--- src/rtl/adder_pkg.sv ---
// Shared types and default sizing for the chunk-serial adder.
package adder_pkg;
  localparam int DEF_WIDTH = 16;
  localparam int DEF_CHUNK = 4;

  typedef enum logic [1:0] {
    IDLE = 2'd0,
    RUN  = 2'd1,
    DONE = 2'd2
  } state_t;
endpackage

--- src/rtl/chunk_adder.sv ---
// CHUNK-bit ripple-carry adder; also exposes the carry into the MSB for overflow.
module chunk_adder #(
  parameter int CHUNK = 4
) (
  input  logic [CHUNK-1:0] a,
  input  logic [CHUNK-1:0] b,
  input  logic             ci,
  output logic [CHUNK-1:0] S,
  output logic             cout,
  output logic             c_msb
);
  logic [CHUNK:0] w_c;

  assign w_c[0] = ci;

  for (genvar g = 0; g < CHUNK; g++) begin : g_bit
    assign S[g]     = a[g] ^ b[g] ^ w_c[g];
    assign w_c[g+1] = (a[g] & b[g]) | (w_c[g] & (a[g] ^ b[g]));
  end

  assign cout  = w_c[CHUNK];
  assign c_msb = w_c[CHUNK-1];
endmodule

--- src/rtl/chunked_adder.sv ---
// Add/subtract unit that processes CHUNK bits per cycle, LSB chunk first,
// with a valid/ready handshake on both sides.
module chunked_adder
  import adder_pkg::*;
#(
  parameter int WIDTH = DEF_WIDTH,
  parameter int CHUNK = DEF_CHUNK
) (
  input  logic             clk,
  input  logic             rst_n,
  input  logic             in_valid,
  output logic             in_ready,
  input  logic [WIDTH-1:0] a,
  input  logic [WIDTH-1:0] b,
  input  logic             ci,
  input  logic             sub,
  output logic             out_valid,
  input  logic             out_ready,
  output logic [WIDTH-1:0] S,
  output logic             cout,
  output logic             ovf
);
  localparam int NCHUNK = WIDTH / CHUNK;
  localparam int CW     = (NCHUNK > 1) ? $clog2(NCHUNK) : 1;
  localparam logic [CW-1:0] LAST = CW'(NCHUNK - 1);

  state_t           r_state, w_next;
  logic [WIDTH-1:0] r_a, r_b, r_S;
  logic [CW-1:0]    r_cnt;
  logic             r_carry, r_cout, r_ovf;

  logic [CHUNK-1:0] w_ca, w_cb, w_cs;
  logic             w_cout, w_cmsb, w_last;

  assign w_ca   = r_a[r_cnt*CHUNK +: CHUNK];
  assign w_cb   = r_b[r_cnt*CHUNK +: CHUNK];
  assign w_last = (r_cnt == LAST);

  chunk_adder #(.CHUNK(CHUNK)) u_chunk (
    .a     (w_ca),
    .b     (w_cb),
    .ci    (r_carry),
    .S     (w_cs),
    .cout  (w_cout),
    .c_msb (w_cmsb)
  );

  always_comb begin
    w_next = r_state;
    case (r_state)
      IDLE:    if (in_valid) w_next = RUN;
      RUN:     if (w_last) w_next = DONE;
      DONE:    if (out_ready) w_next = IDLE;
      default: w_next = IDLE;
    endcase
  end

  always_ff @(posedge clk or negedge rst_n) begin
    if (!rst_n) begin
      r_state <= IDLE;
      r_a     <= '0;
      r_b     <= '0;
      r_S     <= '0;
      r_cnt   <= '0;
      r_carry <= 1'b0;
      r_cout  <= 1'b0;
      r_ovf   <= 1'b0;
    end else begin
      r_state <= w_next;
      case (r_state)
        IDLE: if (in_valid) begin
          // Subtraction is folded into capture: a + ~b + ~ci.
          r_a     <= a;
          r_b     <= sub ? ~b : b;
          r_carry <= sub ? ~ci : ci;
          r_cnt   <= '0;
          r_S     <= '0;
          r_cout  <= 1'b0;
          r_ovf   <= 1'b0;
        end
        RUN: begin
          r_S[r_cnt*CHUNK +: CHUNK] <= w_cs;
          r_carry                   <= w_cout;
          if (w_last) begin
            r_cout <= w_cout;
            r_ovf  <= w_cmsb ^ w_cout;
            r_cnt  <= '0;
          end else begin
            r_cnt <= r_cnt + CW'(1);
          end
        end
        default: ;
      endcase
    end
  end

  assign in_ready  = (r_state == IDLE);
  assign out_valid = (r_state == DONE);
  assign S         = r_S;
  assign cout      = r_cout;
  assign ovf       = r_ovf;
endmodule

--- config.mk ---
export PLATFORM = sky130hd
export DESIGN_NAME = chunked_adder
export DESIGN_NICKNAME = d
export VERILOG_FILES = /design/src/rtl/adder_pkg.sv /design/src/rtl/chunk_adder.sv /design/src/rtl/chunked_adder.sv
export SDC_FILE = /design/constraint.sdc
export NUM_CORES = 1
export LEC_CHECK = 0
export ABC_AREA = 0
export CORE_MARGIN = 2
export CORE_UTILIZATION = 55
export DETAILED_ROUTE_END_ITERATION = 10
export GPL_ROUTABILITY_DRIVEN = 0
export PLACE_DENSITY = 0.85
export SLEW_MARGIN = 20
export SYNTH_ARGS = -nofsm -noshare
export SYNTH_HDL_FRONTEND = slang
export SYNTH_SLANG_ARGS = --single-unit
--- constraint.sdc ---
create_clock -name clk -period 5.73 [get_ports clk]
set_input_delay 0.573 -clock clk [delete_from_list [all_inputs] [get_ports clk]]
set_output_delay 0.573 -clock clk [all_outputs]
set_load 0.01 [all_outputs]
==> summary.md <==
| Metric | Value |
|---|---|
| Pwr Total | 0.001886 W |
| Minimum clock period | 3.322 ns |
| Max-slew violation count | 0 |
| Sequential share of power | 36.9% |
| Clk_lat worst skew | 0.31 ns |
| Seq/Total Area, Yosys | 50.51% |
| Max Buffers Root-to-Sink | 2 |
| DP HPWL | 3.700 mm |
| Final period utilization | 57.97% |
| Num CTS Buffers | 5 |
| DRC | 0 |
| Post-CTS Setup Inserts | 0 |
| Share of the synthesized area in the top cell type | 50.51% |
| Worst Skew | 0.01053 ns |
| Post-Place Cell Area | 0.003287 mm² |
| Seq cells post-synth | 55 |
| Fin cells | 336 |
| H-tree depth | 2 |
| Starting Density | 57.32% |
| Relative slew slack | 40.62% |
| Synthesized cell area | 0.002725 mm² |
| CP bufs+invs | 4 |
| Switching part of the total | 39.35% |
| TritonCTS Sinks | 55 |
| RSZ-0062 raised after global routing | no |
| Switching power of the nets | 0.0007422 W |
| Count leader, synth | dfrtp_1 |
| Yosys top cell by area | dfrtp_1 |
| Die area | 0.005534 mm² |
| Largest cells by area after synthesis | dfrtp_1 51%, mux2_2 6.6%, mux4_2 6.6%, xnor2_1 5.1%, a21oi_1 3.1% |
| Leak pwr | 1.411 nW |
| Hold crit path type | in2async |
| Syn nets | 260 |
| Hold-fix buffers, CTS | 0 |
| Routed WL | 5.013 mm |
| Vias in the first global route | 1838 |
| Detailed-route via count | 1815 |
| Async SR Flop Fraction | 100.0% |
| Max-Cap Viols | 0 |
| Pin count of the biggest net entering global routing | 56 |
| Setup TNS | 0 ns |
| Layout cell share with drive strength beyond 1 | 15.61% |
| Die width | 74.39 µm |
| Number of synthesized flops with an enable pin | 0 |
| Iter 0 DRT Violations | 79 |
| Logic pwr share | 52.0% |
| Worst-path fanout max | 15 |
| Core region area | 0.004755 mm² |
| CP Data Required Time | 5.92 ns |
| Crit path DAT | 3.51 ns |
| Worst-Margin Slew | 0.8879 ns |
| Crit-path max cell delay | 0.79 ns |
| Fill cell count | 364 |
| Worst setup SP type | flip-flop |
| Nets@finish | 314 |
| Top_reg_cell synth | dfrtp_1 |
| TritonCTS clock tree | done |
| Internal power | 0.001144 W |
| Post-cts sizing count | 0 |
| Num ports | 58 |
| Hold Vio Cnt, Final | 0 |
| Maximum VDD drop | 0.3148 mV |
| PD cells | 558.7 mW/mm² |
| Grt total ovfl | 0 |
| Cell breakdown of the critical path | mux4_2 > inv_1 > fa_1 > inv_1 > fa_1 > inv_1 > fa_1 > inv_1 > fa_1 > xor2_1 > nor2_1 > mux2_1 |
| Upper clock frequency limit | 301.0 MHz |
| Status | finished, final reports clean |
| Post-route cell area | 0.003376 mm² |
| Die Height | 74.39 µm |
| Vias/cell | 5.402 |
| PortBufs | 57 |
| Ant diodes | 0 |
| Number of cell rows | 25 |
| CP delay by family, top | adder cells |
| Global-route wire length before repair | 8.659 mm |
| Top cells by count, synth | 55 x dfrtp_1, 19 x nor2_1, 17 x a21oi_1 |
| Clock share of power | 11.1% |
| Netlist cell types | 33 |
| Area Overhead vs Synth | 23.88% |
| Final setup vio count | 0 |
| Initial antenna violation count | 0 |
| DRT Pass-1 Iters | 4 |
| Average routed wire per standard cell | 14.92 µm |
| Syn_area_per_cell | 12.73 µm² |
| CP endpoint kind | flip-flop |
| Clk root buf | clkbuf_8 |
| Critical path class | reg2reg |
| Yosys synthesis warning count | 0 |
| CP max stage cell | dfrtp_1 |
| Synth Instances | 214 |
| Clk slew on worst S/H paths | 0.10 ns |
| Dpl cells | 328 |
| Total Routing Usage GR | 20.68% |
| Final antenna-violating net count | 0 |
[metal layers]
layer | track usage [%] | wire, µm | share of wire (%) | up-vias
met5 | 0 | 0 | 0 | -
met4 | 5.952 | 59 | 1.2 | 0
met3 | 4.201 | 189 | 3.8 | 6
met2 | 33.43 | 2579 | 51 | 50
met1 | 28.73 | 2184 | 44 | 900
li1 | - | - | - | 859
[path summary, 6_finish.rpt]
path,to,cells after the start,slack [ns],startpoint
max,ovf,12,2.41,r_cnt[0]
min,r_a[9],2,0.38,rst_n
max reg2reg,ovf,12,2.41,r_cnt[0]
min reg2reg,r_a[15],1,0.49,r_a[15]
max in group asynchronous,S[4],2,4.90,rst_n
min in group clk,r_a[15],1,0.49,r_a[15]
[kinds of logic after synthesis]
logic type / share of synthesized area (%)
AND/OR/NAND/NOR: 8.586
multiplexers: 14.05
adder cells (fa/ha/maj): 4.775
XOR/XNOR: 5.785
buffers and inverters: 5.417
AO/OA/AOI/OAI: 10.88
flip-flops: 50.51
[flip-flops by register name, indices dropped and copies added, names as in the netlist]
register / cells
r_cnt: 2
S: 16
ovf: 1
r_b: 16
r_state: 2
cout: 1
r_carry: 1
r_a: 16
[cell type report]
class | count | area, µm² | area share, %
Tap cell | 67 | 83.83 | 2.483
Multi-Input combinational cell | 135 | 1201 | 35.58
Timing Repair Buffer | 59 | 580.6 | 17.20
Inverter | 12 | 45.04 | 1.334
Clock inverter | 3 | 20.02 | 0.5930
Clock buffer | 5 | 68.82 | 2.039
Sequential cell | 55 | 1376 | 40.77
[worst register-to-register path: cells and delay by family (launching register included)]
family                   cells  cell delay [ns]
adder cells (fa/ha/maj)      4             1.08
multiplexers                 2             0.87
AND/OR/NAND/NOR              1             0.06
XOR/XNOR                     1             0.14
buffers and inverters        4             0.26
flip-flops                   1             0.79
[layout by cell type (no fill, tap or decap), types with 7 or more instances in the layout]
cell             netlist  final
clkdlybuf4s50_1        0     56
dfrtp_1               55     55
nor2_1                19     19
a21oi_1               17     17
xnor2_1               16     16
mux2_2                16     16
inv_1                 12     12
mux4_2                 8      8
o2bb2ai_1              8      8
a22o_1                 7      7
[power by group through the flow]
stage	combinational, W	sequential (W)	clock [W]
4_1_cts	0.000990	0.000697	0.000213
5_1_grt	0.00109	0.000723	0.000225
6_report	0.000981	0.000696	0.000209
3_5_place_dp	0.000984	0.000705	0
3_3_place_gp	0.000951	0.000699	0
2_1_floorplan	0.000741	0.000651	0
[metrics by stage]
step	hold WS (ns)	worst slack, ns	utilization, %
detailed placement	0.4707	2.374	69.13
global placement	0.4636	2.462	69.13
CTS	0.4039	2.359	71.00
finish	0.3812	2.408	71.00
global route	0.4434	2.080	71.00
floorplan	0.2774	2.729	-
Note: power is estimated with default switching activity, not from simulation.
